**src/rtl/obi_resp_pkg.sv**
```systemverilog
// Shared types and constants for the OBI response port.
// The response payload width is per-instance, so it is stored next to each entry in the FIFO.
package obi_resp_pkg;

   localparam int unsigned MAX_LATENCY = 15;
   localparam int unsigned CNTDN_W     = 4;

   // Fibonacci taps 16,14,13,11 expressed as bit positions 15,13,12,10
   localparam logic [15:0] LFSR_TAPS = 16'hB400;

   typedef struct packed {
      logic               we;
      logic               err;
      logic [CNTDN_W-1:0] countdown;
   } resp_entry_t;

   function automatic logic [CNTDN_W-1:0] cntdn_dec(input logic [CNTDN_W-1:0] c);
      return (c == '0) ? c : c - 1'b1;
   endfunction

endpackage

```
**src/rtl/obi_resp_fifo.sv**
```systemverilog
// Circular response buffer: in-order entries with per-entry latency countdown and a
// late data-capture port for RAM reads that return one cycle after the push.
module obi_resp_fifo
   import obi_resp_pkg::*;
#(
   parameter int unsigned DEPTH      = 2,
   parameter int unsigned DATA_WIDTH = 32,
   localparam int unsigned PTR_W     = (DEPTH > 1) ? $clog2(DEPTH) : 1,
   localparam int unsigned CNT_W     = $clog2(DEPTH + 1)
) (
   input  logic                  clk_i,
   input  logic                  rst_i,
   input  logic                  push_i,
   input  logic                  push_we_i,
   input  logic                  push_err_i,
   input  logic [CNTDN_W-1:0]    push_cntdn_i,
   input  logic [DATA_WIDTH-1:0] push_data_i,
   input  logic                  pop_i,
   input  logic                  cap_i,
   input  logic [PTR_W-1:0]      cap_idx_i,
   input  logic [DATA_WIDTH-1:0] cap_data_i,
   output logic                  head_valid_o,
   output logic                  head_we_o,
   output logic                  head_err_o,
   output logic [CNTDN_W-1:0]    head_cntdn_o,
   output logic [DATA_WIDTH-1:0] head_data_o,
   output logic [PTR_W-1:0]      head_idx_o,
   output logic [PTR_W-1:0]      tail_idx_o,
   output logic [CNT_W-1:0]      count_o
);

   logic [PTR_W-1:0] wr_ptr_q, wr_ptr_d;
   logic [PTR_W-1:0] rd_ptr_q, rd_ptr_d;
   logic [CNT_W-1:0] count_q, count_d;

   resp_entry_t           ent_vec  [DEPTH];
   logic [DATA_WIDTH-1:0] data_vec [DEPTH];

   function automatic logic [PTR_W-1:0] ptr_inc(input logic [PTR_W-1:0] p);
      return (p == PTR_W'(DEPTH - 1)) ? '0 : p + 1'b1;
   endfunction

   always_comb begin
      wr_ptr_d = push_i ? ptr_inc(wr_ptr_q) : wr_ptr_q;
      rd_ptr_d = pop_i  ? ptr_inc(rd_ptr_q) : rd_ptr_q;
      count_d  = count_q + CNT_W'(push_i) - CNT_W'(pop_i);
   end

   always_ff @(posedge clk_i) begin
      if (rst_i) begin
         wr_ptr_q <= '0;
         rd_ptr_q <= '0;
         count_q  <= '0;
      end else begin
         wr_ptr_q <= wr_ptr_d;
         rd_ptr_q <= rd_ptr_d;
         count_q  <= count_d;
      end
   end

   for (genvar gi = 0; gi < DEPTH; gi++) begin : g_entry
      resp_entry_t           ent_q, ent_d;
      logic [DATA_WIDTH-1:0] data_q, data_d;
      logic                  wr_hit, cap_hit;

      assign wr_hit  = push_i && (wr_ptr_q == PTR_W'(gi));
      assign cap_hit = cap_i && (cap_idx_i == PTR_W'(gi));

      // Stale slots keep counting down too; a push always overwrites them first.
      always_comb begin
         ent_d           = ent_q;
         data_d          = data_q;
         ent_d.countdown = cntdn_dec(ent_q.countdown);
         if (cap_hit) begin
            data_d = cap_data_i;
         end
         if (wr_hit) begin
            ent_d.we        = push_we_i;
            ent_d.err       = push_err_i;
            ent_d.countdown = push_cntdn_i;
            data_d          = push_data_i;
         end
      end

      always_ff @(posedge clk_i) begin
         ent_q  <= ent_d;
         data_q <= data_d;
      end

      assign ent_vec[gi]  = ent_q;
      assign data_vec[gi] = data_q;
   end

   assign head_valid_o = (count_q != '0);
   assign head_we_o    = ent_vec[rd_ptr_q].we;
   assign head_err_o   = ent_vec[rd_ptr_q].err;
   assign head_cntdn_o = ent_vec[rd_ptr_q].countdown;
   assign head_data_o  = data_vec[rd_ptr_q];
   assign head_idx_o   = rd_ptr_q;
   assign tail_idx_o   = wr_ptr_q;
   assign count_o      = count_q;

endmodule

```
**src/rtl/obi_resp_port.sv**
```systemverilog
// OBI slave responder fronting a single-cycle RAM: bounded outstanding, fixed latency, range errors.
// Optional pseudo-random grant stalls are enabled by defining OBI_RESP_RANDOM_STALL_EN.
module obi_resp_port
   import obi_resp_pkg::*;
#(
   parameter int unsigned ADDR_WIDTH      = 32,
   parameter int unsigned DATA_WIDTH      = 32,
   parameter int unsigned RAM_ADDR_WIDTH  = 20,
   parameter int unsigned MAX_OUTSTANDING = 2,
   parameter int unsigned RVALID_LATENCY  = 1,
   parameter logic [15:0] LFSR_SEED       = 16'hACE1
) (
   input  logic                                   clk_i,
   input  logic                                   rst_i,
   input  logic                                   req_i,
   output logic                                   gnt_o,
   input  logic [ADDR_WIDTH-1:0]                  addr_i,
   input  logic                                   we_i,
   input  logic [DATA_WIDTH/8-1:0]                be_i,
   input  logic [DATA_WIDTH-1:0]                  wdata_i,
   output logic                                   rvalid_o,
   output logic [DATA_WIDTH-1:0]                  rdata_o,
   output logic                                   err_o,
   output logic                                   mem_req_o,
   output logic                                   mem_we_o,
   output logic [RAM_ADDR_WIDTH-1:0]              mem_addr_o,
   output logic [DATA_WIDTH/8-1:0]                mem_be_o,
   output logic [DATA_WIDTH-1:0]                  mem_wdata_o,
   input  logic [DATA_WIDTH-1:0]                  mem_rdata_i,
   output logic [$clog2(MAX_OUTSTANDING+1)-1:0]   outstanding_o
);

   localparam int unsigned PTR_W = (MAX_OUTSTANDING > 1) ? $clog2(MAX_OUTSTANDING) : 1;
   localparam int unsigned CNT_W = $clog2(MAX_OUTSTANDING + 1);

   if (RVALID_LATENCY < 1 || RVALID_LATENCY > MAX_LATENCY) begin : g_bad_latency
      $error("obi_resp_port: RVALID_LATENCY must be 1..15");
   end
   if (MAX_OUTSTANDING < 1 || MAX_OUTSTANDING > 8) begin : g_bad_depth
      $error("obi_resp_port: MAX_OUTSTANDING must be 1..8");
   end
   if (LFSR_SEED == 16'h0000) begin : g_bad_seed
      $error("obi_resp_port: LFSR_SEED must be nonzero");
   end
   if (DATA_WIDTH % 8 != 0) begin : g_bad_width
      $error("obi_resp_port: DATA_WIDTH must be a multiple of 8");
   end
   if (RAM_ADDR_WIDTH > ADDR_WIDTH) begin : g_bad_ram_width
      $error("obi_resp_port: RAM_ADDR_WIDTH must not exceed ADDR_WIDTH");
   end

   logic stall;

`ifdef OBI_RESP_RANDOM_STALL_EN
   logic [15:0] lfsr_q, lfsr_d;

   always_comb begin
      lfsr_d = {lfsr_q[14:0], ^(lfsr_q & LFSR_TAPS)};
   end

   always_ff @(posedge clk_i) begin
      if (rst_i) begin
         lfsr_q <= LFSR_SEED;
      end else begin
         lfsr_q <= lfsr_d;
      end
   end

   assign stall = (lfsr_q[1:0] == 2'b00);
`else
   assign stall = 1'b0;
`endif

   logic in_range;
   if (ADDR_WIDTH > RAM_ADDR_WIDTH) begin : g_range_chk
      assign in_range = ~|addr_i[ADDR_WIDTH-1:RAM_ADDR_WIDTH];
   end else begin : g_range_all
      assign in_range = 1'b1;
   end

   logic                  head_valid, head_we, head_err;
   logic [CNTDN_W-1:0]    head_cntdn;
   logic [DATA_WIDTH-1:0] head_data;
   logic [PTR_W-1:0]      head_idx, tail_idx;
   logic [CNT_W-1:0]      count;
   logic                  accept, has_space, head_fresh;

   logic             cap_q, cap_d;
   logic [PTR_W-1:0] cap_idx_q, cap_idx_d;

   // Grant looks only at registered occupancy, so a full FIFO blocks even while it pops.
   assign has_space = (count < CNT_W'(MAX_OUTSTANDING));
   assign gnt_o     = req_i && !rst_i && has_space && !stall;
   assign accept    = gnt_o;

   assign mem_req_o   = accept && in_range;
   assign mem_we_o    = mem_req_o && we_i;
   assign mem_addr_o  = addr_i[RAM_ADDR_WIDTH-1:0];
   assign mem_be_o    = be_i;
   assign mem_wdata_o = wdata_i;

   always_comb begin
      cap_d     = mem_req_o && !we_i;
      cap_idx_d = tail_idx;
   end

   always_ff @(posedge clk_i) begin
      if (rst_i) begin
         cap_q     <= 1'b0;
         cap_idx_q <= '0;
      end else begin
         cap_q     <= cap_d;
         cap_idx_q <= cap_idx_d;
      end
   end

   obi_resp_fifo #(
      .DEPTH      (MAX_OUTSTANDING),
      .DATA_WIDTH (DATA_WIDTH)
   ) u_fifo (
      .clk_i        (clk_i),
      .rst_i        (rst_i),
      .push_i       (accept),
      .push_we_i    (we_i),
      .push_err_i   (!in_range),
      .push_cntdn_i (CNTDN_W'(RVALID_LATENCY - 1)),
      .push_data_i  ('0),
      .pop_i        (rvalid_o),
      .cap_i        (cap_q),
      .cap_idx_i    (cap_idx_q),
      .cap_data_i   (mem_rdata_i),
      .head_valid_o (head_valid),
      .head_we_o    (head_we),
      .head_err_o   (head_err),
      .head_cntdn_o (head_cntdn),
      .head_data_o  (head_data),
      .head_idx_o   (head_idx),
      .tail_idx_o   (tail_idx),
      .count_o      (count)
   );

   // At latency 1 the read data arrives the same cycle the head is due, so bypass it.
   assign head_fresh = cap_q && (cap_idx_q == head_idx) && !head_we;

   assign rvalid_o      = !rst_i && head_valid && (head_cntdn == '0);
   assign rdata_o       = rvalid_o ? (head_fresh ? mem_rdata_i : head_data) : '0;
   assign err_o         = rvalid_o && head_err;
   assign outstanding_o = count;

endmodule

```
**config.mk**
```make
export PLATFORM = sky130hd
export DESIGN_NAME = obi_resp_port
export DESIGN_NICKNAME = d
export VERILOG_FILES = /design/src/rtl/obi_resp_pkg.sv /design/src/rtl/obi_resp_fifo.sv /design/src/rtl/obi_resp_port.sv
export SDC_FILE = /design/constraint.sdc
export NUM_CORES = 1
export LEC_CHECK = 0
export CAP_MARGIN = 15
export CORE_ASPECT_RATIO = 1.4
export CORE_MARGIN = 2
export CORE_UTILIZATION = 45
export DETAILED_ROUTE_END_ITERATION = 12
export PLACE_DENSITY = 0.88
export SLEW_MARGIN = 20
export SYNTH_ARGS = -nofsm -noshare
export SYNTH_HDL_FRONTEND = slang
export SYNTH_HIERARCHICAL = 1
export SYNTH_SLANG_ARGS = --single-unit
```
**constraint.sdc**
```tcl
create_clock -name clk_i -period 4.4 [get_ports clk_i]
set_input_delay 0.66 -clock clk_i [delete_from_list [all_inputs] [get_ports clk_i]]
set_output_delay 0.66 -clock clk_i [all_outputs]
set_load 0.03 [all_outputs]
```
==> results of run 1 <==
[routing by layer]
metal  share of wire, %  routed length (µm)  GRT usage [%]
met4                3.9                 470           11.0
met1                 37                4480           21.8
met3                4.8                 578           2.63
met5                  0                   0              0
met2                 54                6430           34.8
[cell usage in the layout (no fill, tap or decap), drive strengths merged]
| master | count |
|---|---|
| mux2 | 102 |
| clkdlybuf4s50 | 86 |
| edfxtp | 76 |
| conb | 72 |
| nand3 | 38 |
| o21ai | 38 |
| a21oi | 34 |
| inv | 12 |
| buf | 10 |
| clkbuf | 9 |
| nor2 | 7 |
| ha | 6 |
| nand2 | 6 |
| dfxtp | 6 |
| bufinv | 5 |
| nor2b | 4 |
| nand2b | 3 |
| nor4 | 3 |
| nor3b | 3 |
| xnor2 | 3 |
| or4 | 2 |
| o31ai | 2 |
| a31oi | 2 |
| xor2 | 2 |
| nor4b | 1 |
| and3 | 1 |
| nand4 | 1 |
| clkinv | 1 |
| or2 | 1 |
| and3b | 1 |
| xnor3 | 1 |
[cells by family (layout without fill, tap and decap cells)]
| family | after synthesis | after routing | share of synthesized area, % |
|---|---|---|---|
| muxes | 102 | 102 | 23.8 |
| buffers and inverters | 96 | 123 | 13.3 |
| DFF | 82 | 82 | 45.4 |
| AOI/OAI and AO/OA | 76 | 76 | 7.34 |
| and+or+nand+nor | 71 | 71 | 7.26 |
| adders and majority gates | 6 | 6 | 1.42 |
| xor gates and xnor gates | 6 | 6 | 1.40 |
| other | 1 | 72 | 0.0709 |
[flip-flops by register name, indices dropped and copies added (netlist names)]
name and flops:
u_fifo/g_entry.data_q 64, u_fifo/count_o 2, u_fifo/ent_vec 12, u_fifo/head_idx_o 1, cap_q 1, u_fifo/tail_idx_o 1
cap_idx_q 1
[cell type report]
cell class              instances  area [µm²]  area share [%]
clock buffers                   9         225            3.49
clock inverters                 7         164            2.54
inverters                      11        48.8           0.757
multi-input cells             333        2480            38.5
flip-flops and latches         82        2400            37.3
well taps                     144         180            2.80
repair buffers                 96         943            14.6
[through the flow]
stage	util [%]	hold slack [ns]
2_1_floorplan	-	0.456
3_3_place_gp	53.0	0.587
3_5_place_dp	53.0	0.593
4_1_cts	56.4	0.612
5_1_grt	56.6	0.646
6_report	56.6	0.608
[critical path, cell delays in order (launching register included)]
cell and delay (ns):
dfxtp_2 0.68, buf_4 0.43, xor2_4 0.78, o21ai_1 0.14, a21oi_1 0.19, clkdlybuf4s50_1 0.68
[power by group through the flow]
stage | clock, W | sequential [W] | combinational [W]
after floorplan | 0 | 0.00101 | 0.000391
after global placement | 0 | 0.00102 | 0.000382
after detailed placement | 0 | 0.00103 | 0.000406
after CTS | 0.000987 | 0.00101 | 0.000410
after global routing | 0.00101 | 0.00102 | 0.000459
final | 0.000972 | 0.00101 | 0.000411
[how the worst min path moves through the flow]
stage | startpoint | end | slack [ns] | cells after the start
after floorplan | u_fifo/tail_idx_o | cap_idx_q | 0.46 | 1
after detailed placement | u_fifo/tail_idx_o | u_fifo/tail_idx_o | 0.59 | 2
final | u_fifo/tail_idx_o | u_fifo/tail_idx_o | 0.61 | 2
after CTS | u_fifo/tail_idx_o | u_fifo/tail_idx_o | 0.61 | 2
after global routing | u_fifo/tail_idx_o | u_fifo/tail_idx_o | 0.65 | 2
after global placement | u_fifo/tail_idx_o | u_fifo/tail_idx_o | 0.59 | 2
==> summary.md, run 1 <==
| Metric | Value |
|---|---|
| Status | `finished, final reports clean` |
| Setup crit end kind | `primary output` |
| Antenna violations before repair | `0` |
| CTS sink count | `82` |
| Antenna cell count | `0` |
| Top-area cell type share of the netlist area | `43.2%` |
| Avg WL per Cell | `~18 µm` |
| Worst setup path startpoint | `u_fifo/head_idx_o` |
| CORE AREA | `11,400 µm²` |
| Effective utilization at floorplan | `46.4%` |
| Setup CP Type | `flop to primary output` |
| Clk_skew | `0.00707 ns` |
| Clock Path Buffers | `2` |
| Seq/Total Area, Yosys | `around 45%` |
| Final setup viols | `0` |
| Area leader, netlist | `edfxtp_1` |
| R2r endpoint | `u_fifo/count_o[1]` |
| Comb pwr share | `17.2%` |
| Maximum clock rate | `255 MHz` |
| Slew headroom | `approximately 39%` |
| First DRT Iteration DRCs | `~140` |
| Leak pwr | `around 2.3 nW` |
| Worst Path Arrival | `3.26 ns` |
| TritonCTS clock tree | `built` |
| Synth Instances | `440` |
| Syn Std Cell Area | `5290 µm²` |
| Fillers | `957` |
| CP Capture Point | `rdata_o[12]` |
| Post-synth top cells | `edfxtp_1 (76), mux2_2 (73), buf_4 (62)` |
| Sw frac | `about a quarter` |
| Post-synth cell types | `39` |
| Asr flop ratio synth | `0%` |
| Row count | `46` |
| Final nets | `643` |
| FF+latch count, synth | `about 80` |
| Post-DP HPWL | `7920 µm` |
| Clock Latency Late Sink | `approximately 0.34 ns` |
| Post-route setup slack | `between 0.4 and 0.5 ns` |
| Total power | `0.00240 W` |
| CP max FO | `32` |
| CTS Buf Count | `9` |
| Pre-CTS setup slack | `0.789 ns` |
| IO Pins | `199` |
| Top-count cell post-synth | `edfxtp_1` |
| Psw | `0.000562 W` |
| Grt total ovfl | `0` |
| # placed instances | `665` |
| Clk network pwr share | `40.6%` |
| Final setup TNS | `0 ns` |
| Pint | `0.00183 W` |
| FF-to-FF path depth | `12` |
| Final Non-Filler Cells | `682` |
| Drt first pass iters | `4` |
| Share of cells above drive strength 1 | `about a quarter` |
| RSZ-0062 raised after global routing | `no` |
| Post-DR vias/cell | `5.21` |
| Pwr Density | `~370 nW/µm²` |
| Req. time, crit path | `3.74 ns` |
| CP Launch Type | `flop` |
| Fin area | `6450 µm²` |
| Clock transition at the registers of the reported paths | `0.06 ns` |
| Final hold vios | `0` |
| Global-route wire length before repair | `18,900 µm` |
| Hold_buf cts | `0` |
| Chip Height | `132 µm` |
| Final count of pins violating max slew | `0` |
| Final Cycle Share | `89.0%` |
| Sequential Power Share | `between 40% and 50%` |
| Clock root buffer | `clkbuf_16` |
| Port bufs | `86` |
| Drt total wl | `12,000 µm` |
| Worst r2r src | `u_fifo/head_idx_o` |
| Area added between synthesis and finish | `21.9%` |
| Vias in the first global route | `3,785` |
| Vias | `3,551` |
| Chip width | `95.6 µm` |
| Post-cts repair resize count | `0` |
| Worst slew pin tran | `0.918 ns` |
| Die ar. | `12,600 µm²` |
| Most used DFF post-synth | `edfxtp_1` |
| VDD IR max | `0.000213 V` |
| Postcts setup bufs | `0` |
| Dominant cells by area after synthesis | `edfxtp_1 (43%), mux2_2 (16%), buf_4 (8.8%)` |
| MaxCap Viol Count | `0` |
| Syn. warnings | `6` |
| Post-DP Area | `6040 µm²` |
| Min Tclk post-route | `between 3 and 4 ns` |
| Avg Cell Area, Syn | `12.0 µm²` |
| Maximum number of pins on one net before global-route repair | `38` |
| Routed Antenna Nets | `0` |
| Number of enable flip-flop cells after synthesis | `76` |
| GP Congestion | `0.764` |
| R2r setup slk | `about 1.7 ns` |
| DR DRC count | `0` |
| GRT Util Overall | `19.6%` |
| Htree depth | `3` |
| Hold Crit Class | `flop to flop` |
Note: power is estimated with default switching activity, not from simulation.
==> run 2, diff against run 1 <==
- CORE_ASPECT_RATIO: 1.4 -> not set
==> run 2 against run 1 <==
Clock skew rose by 0.0012 ns. Final area fell by 1.1%. Combinational power rose by 2%. Non-clock buffer count did not move. Clock-buffer cell count rose by 1. Sequential cell count did not move. Highest routed layer unchanged.
==> summary.md, run 2 (synthesized netlist as in run 1, its figures left out) <==
| Metric | Value |
|---|---|
| Post-DR vias/cell | `5.24` |
| Drt total wl | `11,800 µm` |
| Die ar. | `12,600 µm²` |
| Share of cells above drive strength 1 | `roughly a quarter` |
| Chip Height | `112 µm` |
| Vias in the first global route | `3,958` |
| Clock Path Buffers | `2` |
| Max incr delay on CP | `0.79 ns` |
| Status | `finished, final reports clean` |
| CP max FO | `25` |
| GP Congestion | `~0.79` |
| Setup CP Type | `flop to primary output` |
| Port bufs | `86` |
| Antenna cell count | `0` |
| Final nets | `about 640` |
| RSZ-0062 raised after global routing | `no` |
| Biggest register | `u_fifo/g_entry.data_q` |
| Hold_buf cts | `0` |
| Row count | `39` |
| Postcts setup bufs | `0` |
| Setup crit end kind | `primary output` |
| Post-cts repair resize count | `0` |
| Fin area | `6380 µm²` |
| Buf+Inv Stages, Crit Path | `3` |
| MaxCap Viol Count | `0` |
| Effective utilization at floorplan | `46.1%` |
| Area added between synthesis and finish | `20.6%` |
| Avg WL per Cell | `17.3 µm` |
| Final Cycle Share | `90.8%` |
| Min Tclk post-route | `4.00 ns` |
| Grt total ovfl | `0` |
| VDD IR max | `between 0.00015 and 0.0002 V` |
| CP Launch Type | `flop` |
| CORE AREA | `~11,000 µm²` |
| Largest register FFs | `64` |
| Clk_skew | `0.00823 ns` |
| CTS Buf Count | `9` |
| Maximum clock rate | `around 250 MHz` |
| Pwr Density | `333 nW/µm²` |
| WL met1 | `4490 µm` |
| Leak pwr | `around 2.3 nW` |
| Slew headroom | `between 40% and 50%` |
| Top sig layer | `met4` |
| Clock transition at the registers of the reported paths | `0.06 ns` |
| TritonCTS clock tree | `built` |
| CP delay by family, top | `buffers and inverters` |
| First DRT Iteration DRCs | `244` |
| Post-DP Area | `6070 µm²` |
| WL met2 | `between 6000 and 7000 µm` |
| Routed Antenna Nets | `0` |
| CTS sink count | `82` |
| DR DRC count | `0` |
| Final count of pins violating max slew | `0` |
| Worst-path cell chain | `buf_4 > o21ai_0 > nor2_1 > nand2_1 > buf_12 > a21oi_1 > clkdlybuf4s50_1` |
| Req. time, crit path | `3.74 ns` |
| IO Pins | `199` |
| GRT Util Overall | `a little under a fifth` |
| Fillers | `between 900 and 1,000` |
| Antenna violations before repair | `0` |
| Final hold vios | `0` |
| Maximum number of pins on one net before global-route repair | `38` |
| Post-DP HPWL | `7920 µm` |
| Global-route wire length before repair | `19,200 µm` |
| CP max stage cell | `dfxtp_2` |
| Vias | `3,569` |
| Htree depth | `3` |
| Clock root buffer | `clkbuf_16` |
| Final setup TNS | `0 ns` |
| Metal3 WL | `about 640 µm` |
| Worst Path Arrival | `around 3.3 ns` |
| Clock Latency Late Sink | `about 0.33 ns` |
| Drt first pass iters | `4` |
| Commonest non-fill, non-tap cell in the layout | `clkdlybuf4s50_1` |
| Hold Crit Class | `flop to flop` |
| Final setup viols | `0` |
| Most frequent cells in the layout | `clkdlybuf4s50_1 (86), edfxtp_1 (76), mux2_2 (73)` |
| Worst slew pin tran | `0.888 ns` |
| Chip width | `~110 µm` |
| Post-layout util | `55.6%` |
==> run 2: cell types whose count changed in the layout (fill, tap and decap cells not counted), sizes merged <==
cell,delta
bufinv,-5
clkbuf,+1
clkinvlp,+3
inv,+1
==> run 2: layout make-up <==
class,count,area (µm²),share of cell area (%)
clock buffer,10,229,3.59
clock inverter,6,48.8,0.765
inverter,11,48.8,0.765
multi-input combinational,333,2500,39.2
sequential,82,2400,37.7
tap,143,179,2.81
timing repair buffer,96,968,15.2
==> run 2: path summary, 6_finish.rpt <==
| path | start | to | slack [ns] | depth (start not counted) |
|---|---|---|---|---|
| worst max-delay path | u_fifo/head_idx_o | rdata_o[4] | 0.40 | 7 |
| worst min-delay path | u_fifo/tail_idx_o | cap_idx_q | 0.63 | 1 |
| worst min register to register | u_fifo/tail_idx_o | cap_idx_q | 0.63 | 1 |
| worst max register to register | u_fifo/head_idx_o | u_fifo/count_o[1] | 1.36 | 11 |
==> run 2: worst register-to-register path, delay by kind of cell, from the launching register on <==
family                   cells  cell delay (ns)
AO/OA/AOI/OAI                1             0.15
XOR/XNOR                     1             0.20
adder cells (fa/ha/maj)      2             0.37
buffers and inverters        4             0.86
flip-flops                   1             0.79
AND/OR/NAND/NOR              3             0.60
==> run 2: through the flow <==
stage	instances	worst slack (ns)	power, W	hold WS (ns)
floorplan	511	0.484	0.00140	0.456
global placement	664	0.795	0.00140	0.593
detailed placement	664	0.702	0.00144	0.616
CTS	680	0.330	0.00213	0.627
global route	681	0.170	0.00222	0.673
finish	681	0.404	0.00212	0.626
==> run 2: per-layer routing <==
metal	up-vias	track usage (%)
li1	1678	-
met1	1735	21.0
met5	-	0
met3	43	4.16
met2	113	35.1
met4	0	9.35
==> run 2: power by group <==
group | total (W) | leakage [nW] | internal (W) | switching (W)
Sequential | 0.00101 | 0.756 | 0.000952 | 0.0000566
Clock | 0.000695 | 0.126 | 0.000387 | 0.000308
Combinational | 0.000419 | 1.41 | 0.000216 | 0.000203
Total | 0.00212 | 2.30 | 0.00156 | 0.000568
